==> src/rtl/tag_rx_symb_accum_if.sv <==
// Sample-in / symbol-out stream bundle for tag_rx_symb_accum.
// master = upstream source and downstream sink; slave = the accumulator.
interface tag_rx_symb_accum_if #(
   parameter int unsigned DATA_WIDTH  = 16,
   parameter int unsigned NSYMB_WIDTH = 16
);
   logic [DATA_WIDTH-1:0]   irx_in;
   logic [DATA_WIDTH-1:0]   qrx_in;
   logic                    in_tvalid;
   logic [NSYMB_WIDTH-1:0]  symbN;
   logic [2*DATA_WIDTH-1:0] out_tdata;
   logic [NSYMB_WIDTH-1:0]  out_tuser;
   logic                    out_tvalid;
   logic                    out_tlast;
   logic                    out_tready;

   modport master (
      output irx_in, qrx_in, in_tvalid, symbN, out_tready,
      input  out_tdata, out_tuser, out_tvalid, out_tlast
   );

   modport slave (
      input  irx_in, qrx_in, in_tvalid, symbN, out_tready,
      output out_tdata, out_tuser, out_tvalid, out_tlast
   );
endinterface

==> src/rtl/tag_rx_symb_accum.sv <==
// Per-symbol I/Q accumulator with output FIFO for the tag receiver.
// Define TAG_RX_ACCUM_SAT_EN to clamp scaled sums instead of wrapping them.
module tag_rx_symb_accum #(
   parameter int unsigned DATA_WIDTH  = 16,
   parameter int unsigned NSYMB_WIDTH = 16,
   parameter int unsigned NSYMB       = 64,
   parameter int unsigned ACC_WIDTH   = 40,
   parameter int unsigned OUT_SHIFT   = 16,
   parameter int unsigned FIFO_DEPTH  = 16
) (
   input  logic                 clk,
   input  logic                 reset,
   input  logic                 run_rx,
   input  logic                 rx_trig,
   tag_rx_symb_accum_if.slave   bus,
   output logic                 overflow,
   output logic [1:0]           acc_state
);
   localparam int unsigned AW = $clog2(FIFO_DEPTH);
   localparam int unsigned EW = 2 * DATA_WIDTH + NSYMB_WIDTH + 1;
   localparam logic [NSYMB_WIDTH-1:0] LastSymb = NSYMB_WIDTH'(NSYMB - 1);
`ifdef TAG_RX_ACCUM_SAT_EN
   localparam logic signed [ACC_WIDTH-1:0] SatMax =
      {{(ACC_WIDTH-DATA_WIDTH+1){1'b0}}, {(DATA_WIDTH-1){1'b1}}};
   localparam logic signed [ACC_WIDTH-1:0] SatMin =
      {{(ACC_WIDTH-DATA_WIDTH+1){1'b1}}, {(DATA_WIDTH-1){1'b0}}};
`endif

   typedef enum logic [1:0] {
      StIdle  = 2'b00,
      StArm   = 2'b01,
      StAccum = 2'b10,
      StDone  = 2'b11
   } state_e;

   state_e                        state_q, state_d;
   logic signed [ACC_WIDTH-1:0]   acc_i_q, acc_i_d, acc_q_q, acc_q_d;
   logic [NSYMB_WIDTH-1:0]        cur_symb_q, cur_symb_d;
   logic                          loaded_q, loaded_d;
   logic                          push, push_last;
   logic signed [ACC_WIDTH-1:0]   samp_i, samp_q;

   function automatic logic [DATA_WIDTH-1:0] scale(input logic signed [ACC_WIDTH-1:0] acc);
      logic signed [ACC_WIDTH-1:0] sh;
      sh = acc >>> OUT_SHIFT;
`ifdef TAG_RX_ACCUM_SAT_EN
      if (sh > SatMax) return DATA_WIDTH'(SatMax);
      if (sh < SatMin) return DATA_WIDTH'(SatMin);
`endif
      return DATA_WIDTH'(sh);
   endfunction

   assign samp_i = {{(ACC_WIDTH-DATA_WIDTH){bus.irx_in[DATA_WIDTH-1]}}, bus.irx_in};
   assign samp_q = {{(ACC_WIDTH-DATA_WIDTH){bus.qrx_in[DATA_WIDTH-1]}}, bus.qrx_in};
   assign acc_state = state_q;

   always_comb begin
      state_d    = state_q;
      acc_i_d    = acc_i_q;
      acc_q_d    = acc_q_q;
      cur_symb_d = cur_symb_q;
      loaded_d   = loaded_q;
      push       = 1'b0;
      push_last  = 1'b0;
      case (state_q)
         StIdle: if (rx_trig) state_d = StArm;
         StArm: begin
            loaded_d = 1'b0;
            if (!rx_trig) state_d = StAccum;
         end
         StAccum: begin
            if (rx_trig) begin
               // Re-sync: drop the partial symbol and wait for the next falling edge
               state_d  = StArm;
               loaded_d = 1'b0;
            end else if (bus.in_tvalid) begin
               if (loaded_q && bus.symbN == cur_symb_q) begin
                  acc_i_d = acc_i_q + samp_i;
                  acc_q_d = acc_q_q + samp_q;
               end else begin
                  push = loaded_q;
                  if (loaded_q && cur_symb_q == LastSymb) begin
                     push_last = 1'b1;
                     loaded_d  = 1'b0;
                     state_d   = StDone;
                  end else begin
                     acc_i_d    = samp_i;
                     acc_q_d    = samp_q;
                     cur_symb_d = bus.symbN;
                     loaded_d   = 1'b1;
                  end
               end
            end
         end
         StDone:  state_d = StIdle;
         default: state_d = StIdle;
      endcase
   end

   always_ff @(posedge clk or posedge reset) begin
      if (reset) begin
         state_q    <= StIdle;
         acc_i_q    <= '0;
         acc_q_q    <= '0;
         cur_symb_q <= '0;
         loaded_q   <= 1'b0;
      end else if (!run_rx) begin
         state_q    <= StIdle;
         acc_i_q    <= '0;
         acc_q_q    <= '0;
         cur_symb_q <= '0;
         loaded_q   <= 1'b0;
      end else begin
         state_q    <= state_d;
         acc_i_q    <= acc_i_d;
         acc_q_q    <= acc_q_d;
         cur_symb_q <= cur_symb_d;
         loaded_q   <= loaded_d;
      end
   end

   // Output FIFO: registered head, so a push is visible one cycle later at the earliest
   logic [EW-1:0] mem_q [FIFO_DEPTH];
   logic [EW-1:0] push_entry, head;
   logic [AW-1:0] wr_ptr_q, rd_ptr_q;
   logic [AW:0]   count_q, count_d;
   logic          full, empty, pop, push_ok;

   assign full       = (count_q == (AW+1)'(FIFO_DEPTH));
   assign empty      = (count_q == '0);
   assign pop        = !empty && bus.out_tready;
   assign push_ok    = run_rx && push && (!full || pop);
   assign push_entry = {scale(acc_i_q), scale(acc_q_q), cur_symb_q, push_last};
   assign head       = empty ? '0 : mem_q[rd_ptr_q];

   assign bus.out_tvalid = !empty;
   assign {bus.out_tdata, bus.out_tuser, bus.out_tlast} = head;

   always_comb begin
      count_d = count_q;
      if (push_ok && !pop)      count_d = count_q + (AW+1)'(1);
      else if (!push_ok && pop) count_d = count_q - (AW+1)'(1);
   end

   always_ff @(posedge clk) begin
      if (push_ok) mem_q[wr_ptr_q] <= push_entry;
   end

   always_ff @(posedge clk or posedge reset) begin
      if (reset) begin
         wr_ptr_q <= '0;
         rd_ptr_q <= '0;
         count_q  <= '0;
         overflow <= 1'b0;
      end else if (!run_rx) begin
         wr_ptr_q <= '0;
         rd_ptr_q <= '0;
         count_q  <= '0;
         overflow <= 1'b0;
      end else begin
         if (push_ok) wr_ptr_q <= wr_ptr_q + AW'(1);
         if (pop)     rd_ptr_q <= rd_ptr_q + AW'(1);
         count_q <= count_d;
         if (push && full && !pop) overflow <= 1'b1;
      end
   end
endmodule
==> src/flat_wrapper.sv <==
// flat-port wrapper written by rule: the top's interface ports become plain ports
module tag_rx_symb_accum_flat 
#(
   parameter int unsigned DATA_WIDTH  = 16,
   parameter int unsigned NSYMB_WIDTH = 16,
   parameter int unsigned NSYMB       = 64,
   parameter int unsigned ACC_WIDTH   = 40,
   parameter int unsigned OUT_SHIFT   = 16,
   parameter int unsigned FIFO_DEPTH  = 16
)
  (clk, reset, run_rx, rx_trig, overflow, acc_state, bus_irx_in, bus_qrx_in, bus_in_tvalid, bus_symbN, bus_out_tready, bus_out_tdata, bus_out_tuser, bus_out_tvalid, bus_out_tlast);
  tag_rx_symb_accum_if #(.DATA_WIDTH(DATA_WIDTH), .NSYMB_WIDTH(NSYMB_WIDTH)) bus_i ();
  input  logic clk;
  input  logic reset;
  input  logic run_rx;
  input  logic rx_trig;
  output logic overflow;
  output logic [1:0] acc_state;
  input wire logic [$bits(bus_i.irx_in)-1:0] bus_irx_in;
  input wire logic [$bits(bus_i.qrx_in)-1:0] bus_qrx_in;
  input wire logic [$bits(bus_i.in_tvalid)-1:0] bus_in_tvalid;
  input wire logic [$bits(bus_i.symbN)-1:0] bus_symbN;
  input wire logic [$bits(bus_i.out_tready)-1:0] bus_out_tready;
  output wire logic [$bits(bus_i.out_tdata)-1:0] bus_out_tdata;
  output wire logic [$bits(bus_i.out_tuser)-1:0] bus_out_tuser;
  output wire logic [$bits(bus_i.out_tvalid)-1:0] bus_out_tvalid;
  output wire logic [$bits(bus_i.out_tlast)-1:0] bus_out_tlast;
  assign bus_i.irx_in = bus_irx_in;
  assign bus_i.qrx_in = bus_qrx_in;
  assign bus_i.in_tvalid = bus_in_tvalid;
  assign bus_i.symbN = bus_symbN;
  assign bus_i.out_tready = bus_out_tready;
  assign bus_out_tdata = bus_i.out_tdata;
  assign bus_out_tuser = bus_i.out_tuser;
  assign bus_out_tvalid = bus_i.out_tvalid;
  assign bus_out_tlast = bus_i.out_tlast;
  tag_rx_symb_accum #(.DATA_WIDTH(DATA_WIDTH), .NSYMB_WIDTH(NSYMB_WIDTH), .NSYMB(NSYMB), .ACC_WIDTH(ACC_WIDTH), .OUT_SHIFT(OUT_SHIFT), .FIFO_DEPTH(FIFO_DEPTH)) u_core (.clk(clk), .reset(reset), .run_rx(run_rx), .rx_trig(rx_trig), .bus(bus_i), .overflow(overflow), .acc_state(acc_state));
endmodule
==> config.mk <==
export PLATFORM = sky130hd
export DESIGN_NAME = tag_rx_symb_accum_flat
export DESIGN_NICKNAME = d
export VERILOG_FILES = /design/src/rtl/tag_rx_symb_accum_if.sv /design/src/rtl/tag_rx_symb_accum.sv /design/src/flat_wrapper.sv
export SDC_FILE = /design/constraint.sdc
export NUM_CORES = 1
export LEC_CHECK = 0
export BUFFER_PORTS_ARGS = -buffer_cell sky130_fd_sc_hd__buf_2
export CAP_MARGIN = 20
export CORE_ASPECT_RATIO = 1.75
export CORE_MARGIN = 2
export CORE_UTILIZATION = 25
export DETAILED_ROUTE_END_ITERATION = 7
export PLACE_DENSITY = 0.36
export REMOVE_ABC_BUFFERS = 1
export SYNTH_ARGS = -nofsm -noshare
export SYNTH_HDL_FRONTEND = slang
export SYNTH_SLANG_ARGS = --single-unit
==> constraint.sdc <==
create_clock -name clk -period 3.3 [get_ports clk]
set_input_delay 0.165 -clock clk [delete_from_list [all_inputs] [get_ports clk]]
set_output_delay 0.165 -clock clk [all_outputs]
set_load 0.1 [all_outputs]
-- Yosys cells after proc, flatten, opt, wreduce, memory -nomap -nowiden
Memory sizes are Yosys's and may differ from the RTL's.
Cells that the tools add are included.
- add/subtract/negate cells: 6
- equality and inequality tests: 22
- reduce and logical (&&, ||, !) cells: 20
- muxes and demuxes: 53
- operators with widths (operator ; number):
    40-bit two-way mux ; 12
    16-bit two-way mux ; 6
    40-bit by 16-bit adder with 40-bit output ; 2
    49-bit two-way mux ; 1
    1-bit two-way mux ; 18
    16-bit == test ; 1
    16-bit by 6-bit == test with 1-bit output, second input constant ; 1
    4-bit two-way mux ; 4
    5-bit two-way mux ; 3
    2-bit two-way mux ; 7
    2-bit by 1-bit inequality test with 1-bit output, second input constant ; 5
    5-bit AND reduction ; 2
    1-bit logical AND ; 9
    4-bit by 1-bit adder with 4-bit output, second input constant ; 2
    4-bit inequality test, second input constant ; 2
    2-bit one-hot mux with 4 select lines ; 1
    2-bit inequality test, second input constant ; 3
    3-bit by 1-bit inequality test with 1-bit output, second input constant ; 2
    3-bit inequality test, second input constant ; 2
    5-bit by 1-bit adder with 5-bit output, second input constant ; 1
    5-bit == test, second input constant ; 1
    5-bit zero test ; 1
    5-bit by 1-bit subtractor with 5-bit output, second input constant ; 1
    2-bit == test, second input constant ; 2
    9 further kinds ; 12
- memories kept: 1
- input port bits: 54
- output and inout port bits: 53
- register bits after elaboration: 113
- word-level logic and storage cells: 111
- memory bits (writable): 784
- memories (name ; words ; bits a word ; rd ports ; clocked after memory_dff ; write ports ; RTL line ; RTL):
    u_core.mem_q ; 16 ; 49 ; 1 ; 0 ; 1 ; tag_rx_symb_accum.sv:123 ; logic [EW-1:0] mem_q [FIFO_DEPTH];

-- Longest topological paths before layout
- depth in word-level cells: 13
- gate-level depth with buffers: 15

-- Least setup slack after synthesis
OpenSTA, ideal clock, no wires.
- path kind: flip-flop to flip-flop
- from: register u_core.state_q[1], in the netlist u_core.acc_state[1]
- to: memory u_core.mem_q[10][0] (netlist bit), enable pin
- arrival: 3499 ps
- stages on the path, launching flop included: 7
- path buffers: 0
- required time: 2889 ps
- library setup time: 411 ps
- setup slack: -610 ps
- cell sequence: dfrtp_1 > nand2_1 > nor3_2 > nand3_1 > or3_1 > nor3b_1 > and2_1
- longest elaborated chain between the ends: 6
- RTL lines (what ; RTL line ; RTL):
    start, declared ; tag_rx_symb_accum.sv:36 ; state_e state_q, state_d;
    start signal, assigned ; tag_rx_symb_accum.sv:102 ; state_q <= StIdle;
    start signal, assigned ; tag_rx_symb_accum.sv:108 ; state_q <= StIdle;
    start signal, assigned ; tag_rx_symb_accum.sv:114 ; state_q <= state_d;
    2-bit == test ; tag_rx_symb_accum.sv:65 ; case (state_q)
    1-bit two-way mux ; tag_rx_symb_accum.sv:65 ;
    1-bit logical AND (2 in a row) ; tag_rx_symb_accum.sv:132 ; assign push_ok = run_rx && push && (!full || pop);
    1-bit two-way mux ; tag_rx_symb_accum.sv:146 ; if (push_ok) mem_q[wr_ptr_q] <= push_entry;
    1-bit two-way mux (implied by the code) ; tag_rx_symb_accum.sv:146 ;
    end, declared ; tag_rx_symb_accum.sv:123 ;
No other way between the ends.

-- Worst setup path in the final report
- from: register u_core.rd_ptr_q[0]
- to: output port bus_out_tdata[29]
- longest elaborated chain between the ends: 2
- RTL lines (what ; RTL line ; RTL):
    start, declared ; tag_rx_symb_accum.sv:125 ; logic [AW-1:0] wr_ptr_q, rd_ptr_q;
    start signal, assigned ; tag_rx_symb_accum.sv:162 ; if (pop) rd_ptr_q <= rd_ptr_q + AW'(1);
    memory read 16 x 49 bit ; -- ;
    49-bit two-way mux ; tag_rx_symb_accum.sv:134 ; assign head = empty ? '0 : mem_q[rd_ptr_q];
    end, declared ; flat_wrapper.sv:24 ; output wire logic [$bits(bus_i.out_tdata)-1:0] bus_out_tdata;
No other way between the ends.

==> results.md <==
- The instance count of the mapped netlist is 2102.
- The run finished with clean final reports.
- The first detailed-routing pass took 5 iterations.
- Along the worst path, the maximum fanout reaches 14.
- In the synthesized netlist, the cells that appear most often are sky130_fd_sc_hd__edfxtp_1, sky130_fd_sc_hd__mux4_2, sky130_fd_sc_hd__nand2_1.
- After synthesis the netlist holds a flip-flop and latch count of 881.
- The count of flip-flops with a built-in enable after synthesis is 784.
- Clock tree synthesis selected as its root buffer the cell sky130_fd_sc_hd__clkbuf_16.
- The top cell family by delay on the critical path is multiplexers.
- The maximum operating frequency is 312 MHz.
- The kind of start point of the critical path is a register.
- The leakage component of the power is 0.0163 uW.
- The count of buffers from port buffering is 106.
- After detailed routing, the average wire length per cell comes to 24.5 um.
- The total overflow reported by the global router is 0.
- The number of vias after detailed routing is 20.6k.
- For this block, the routed nets add up to 110000 um of wire.
- Counting along the longest clock path gives a buffer depth of 3.
- In the final layout, the share of cells above drive strength 1 is 0.296.
- In this run the critical register-to-register path is launched from u_core.cur_symb_q[2].
- The power consumption is 31300 uW.
- Counting both buffers and inverters, the worst setup path holds a total of 4.
- The half-perimeter wire length after detailed placement is 64700 um.
- The total number of placement rows is 188.
- In the finished design, the share of the clock period the worst path needs comes to 0.970.
- The count of max-cap constraint violations is 0.
- The average via count per standard cell is 4.59.
- Entering global routing, the biggest net connects 64 pins.
- TritonCTS built the clock tree.
- Each instance of the synthesized netlist takes up on average 17.9 um2.
- The floorplan step defined a die boundary enclosing 154000 um2.
- In this run the remaining antenna-violating nets after routing total 0.
- The setup violation total in the final timing report is 0.
- The via count of the first global-routing pass is 22.6k.
- The critical path launch point is u_core.rd_ptr_q[0].
- Setup repair after global routing could not meet its margin everywhere.
- The setup slack on the worst flop-to-flop path is 0.18 ns.
- After synthesis, the netlist uses 72 different library cells.
- The global-route usage over all layers is 0.143.
- The vertical extent of the die is 517 um.
- In this run the worst hold path is classified as input pin to register.
- 107 I/O pins were placed.
- The portion of the post-synthesis area used by sequential elements is 0.691.
- The cell area after synthesis is 37600 um2.
- The area growth from synthesis to layout is 24.7%.
- The largest voltage drop on the vdd net is 0.495 mV.
- The synthesized design spends more area on one cell type than any other, namely sky130_fd_sc_hd__edfxtp_1.
- The total count of hold-check failures in the final report was 0.
- The delay of the slowest cell on the worst path is 0.53 ns.
- At the later pin of the worst-skew pair, clock insertion delay measures 0.69 ns.
- In this run the number of cells on the critical path is 7.
- For this block, the initial DRC count from the detailed router was 1226.
- The worst hold path passes through 3 cells.
- For the worst setup path, the data arrival time is 3.04 ns.
- At the end of the flow, the number of nets in the layout was 2549.
- The floorplan step set the die width to 297 um.
- The clock slew seen by the registers of the worst setup and hold paths is 0.06 ns.
- For this run, design rule violations remaining after detail routing come to 0.
- The final hold slack is 0.168 ns.
- The clock net in this run drives a total of 881 sinks.
- The number of warnings reported in the yosys synthesis log is 0.
- The first-pass GRT wire length is 160000 um.
- The share of synthesized area in the top cell type comes to 0.627.
- The worst flop-to-flop path endpoint is u_core.count_q[4].
- The actual slew at the worst max-slew pin is 0.990 ns.
- The normalized max-slew margin is 0.340.
- Power spread over the standard cell area amounts to 667 nW/um2.
- Measured on the finished design, the core utilization comes to 0.313.
- The area of the multi-input gates is 11300 um2.
- The starting density of the core is 0.251.
- The critical path is of the register to output port type.
- The number of antenna violations at the first check in global routing came to 2.
- The area of the core is 150000 um2.
- The sequential cells in the finished layout cover a total of 26000 um2.
- The async set or reset register ratio after synthesis is 0.110.
- The signal on the critical path passes through buf_12, buf_12, buf_16, mux4_2, mux4_2, and2_1, buf_6.
- The worst setup path is captured at an output port.
- The worst path required time is 3.13 ns.
- The most used flip-flop cell after synthesis is sky130_fd_sc_hd__edfxtp_1.
- The total number of H-tree levels is 3.
- By area the synthesized netlist is led by sky130_fd_sc_hd__edfxtp_1, sky130_fd_sc_hd__mux4_2, sky130_fd_sc_hd__dfrtp_1.
- The most critical setup path has its endpoint at bus_out_tdata[29].
- The cell type of the slowest stage on the worst timing path is sky130_fd_sc_hd__mux4_2.
- For the finished layout, the period the worst path requires is 3.20 ns.
- sky130_fd_sc_hd__edfxtp_1 is the most common cell in the netlist.
- The number of cells on the worst reg-to-reg path is 16.
- On the final layout, the worst clock skew is 0.0303 ns.
- The number of max-slew violations in the final report is 0.
- The number of buffers added by the clock tree synthesis step is 90.
- The fill cell total of the finished layout is 14.7k.
- The congestion estimate from routability-driven global placement came to 0.738.
## report_power, final
part           leakage [uW]  switching (uW)  internal [uW]
Combinational       0.00588            5110           3540
Clock               0.00146            4510           5970
Sequential          0.00891            82.8          12000
## layout make-up
| type | instances | share of cell area |
|---|---|---|
| sequential | 881 | 0.555 |
| multi-input combinational | 1090 | 0.240 |
| timing repair buffer | 333 | 0.0860 |
| tap | 1995 | 0.0533 |
| clock buffer | 111 | 0.0511 |
| clock inverter | 56 | 0.0123 |
| inverter | 27 | 0.00222 |
| antenna | 2 | 0.000107 |
## logic make-up (layout without fill, tap and decap cells)
family / after synthesis / in the layout / share of synthesized area
xor+xnor: 67 / 67 / 0.0156
compound gates: 283 / 283 / 0.0493
mux: 269 / 269 / 0.153
buf+inv: 131 / 527 / 0.0135
fa+ha+maj: 72 / 72 / 0.0244
other cells: 0 / 2 / 0
flops: 881 / 881 / 0.691
simple gates: 399 / 399 / 0.0526
## how the worst min path moves through the flow
stage	startpoint	to	slack, ns
floorplan	rx_trig	u_core.acc_state[1]	0.24
global placement	rx_trig	u_core.acc_state[1]	0.41
detailed placement	rx_trig	u_core.acc_state[1]	0.41
CTS	bus_irx_in[15]	u_core.acc_i_q[31]	0.10
global route	bus_irx_in[15]	u_core.acc_i_q[31]	0.18
finish	bus_irx_in[15]	u_core.acc_i_q[31]	0.17
## worst reg2reg max path, stage by stage, from the launching register on
cell and delay (ns):
sky130_fd_sc_hd__dfrtp_1 0.39, sky130_fd_sc_hd__xnor2_1 0.14, sky130_fd_sc_hd__nand4_1 0.17, sky130_fd_sc_hd__nor4_4 0.07, sky130_fd_sc_hd__buf_4 0.17, sky130_fd_sc_hd__or3_4 0.40, sky130_fd_sc_hd__a21oi_2 0.14, sky130_fd_sc_hd__inv_1 0.08
sky130_fd_sc_hd__buf_4 0.14, sky130_fd_sc_hd__ha_1 0.18, sky130_fd_sc_hd__or3_1 0.35, sky130_fd_sc_hd__o21ai_0 0.09, sky130_fd_sc_hd__a21oi_1 0.08, sky130_fd_sc_hd__mux2_2 0.29, sky130_fd_sc_hd__a22oi_2 0.12, sky130_fd_sc_hd__o21ai_1 0.09
sky130_fd_sc_hd__o2bb2ai_1 0.12
## through the flow
step / setup slack (ns) / instance area [um2] / instances / setup TNS [ns]
floorplan: -6.05 / 37200 / 1998 / -789.34
global placement: -0.132 / 42100 / 4244 / -0.132
detailed placement: -0.166 / 42100 / 4244 / -0.166
CTS: -0.0620 / 46700 / 4491 / -0.676
global route: -0.0112 / 46800 / 4494 / -0.0297
finish: 0.0983 / 46800 / 4495 / 0
## flip-flops by register name, indices dropped and copies added, names as in the netlist
signal,count
u_core.overflow,1
u_core.count_q,5
u_core.rd_ptr_q,4
u_core.acc_q_q,32
u_core.cur_symb_q,16
u_core.acc_state,2
u_core.mem_q,784
u_core.acc_i_q,32
u_core.loaded_q,1
u_core.wr_ptr_q,4
## timing repair
action / 4_1_cts / 5_1_grt
buffers inserted: 18 / 2
hold endpoints to repair: 133 / 0
hold buffers: 51 / 0
gates cloned: 11 / 4
setup endpoints to repair: 50 / 44
gates resized for setup: 161 / 34
pin swaps: 0 / 1
## cell usage in the layout (no fill, tap or decap), drive strengths merged, types with 27 or more instances in the layout
| cell type | instances |
|---|---|
| buf | 275 |
| dlygate4sd3 | 51 |
| xnor2 | 48 |
| nand3 | 27 |
| clkbuf | 115 |
| and2 | 67 |
| o21ai | 72 |
| edfxtp | 784 |
| nor2 | 94 |
| inv | 33 |
| ha | 70 |
| mux4 | 245 |
| nand2 | 116 |
| clkinv | 38 |
| dfrtp | 97 |
| a21oi | 80 |
## routing by layer
metal / up-vias / part of all wire / global-route usage
met4: 2 / 0.021 / 0.0372
li1: 9147 / - / -
met1: 11100 / 0.41 / 0.171
met3: 118 / 0.030 / 0.0213
met2: 309 / 0.54 / 0.268
met5: - / 0.00012 / 0
Power figures use the tool's default switching activity.
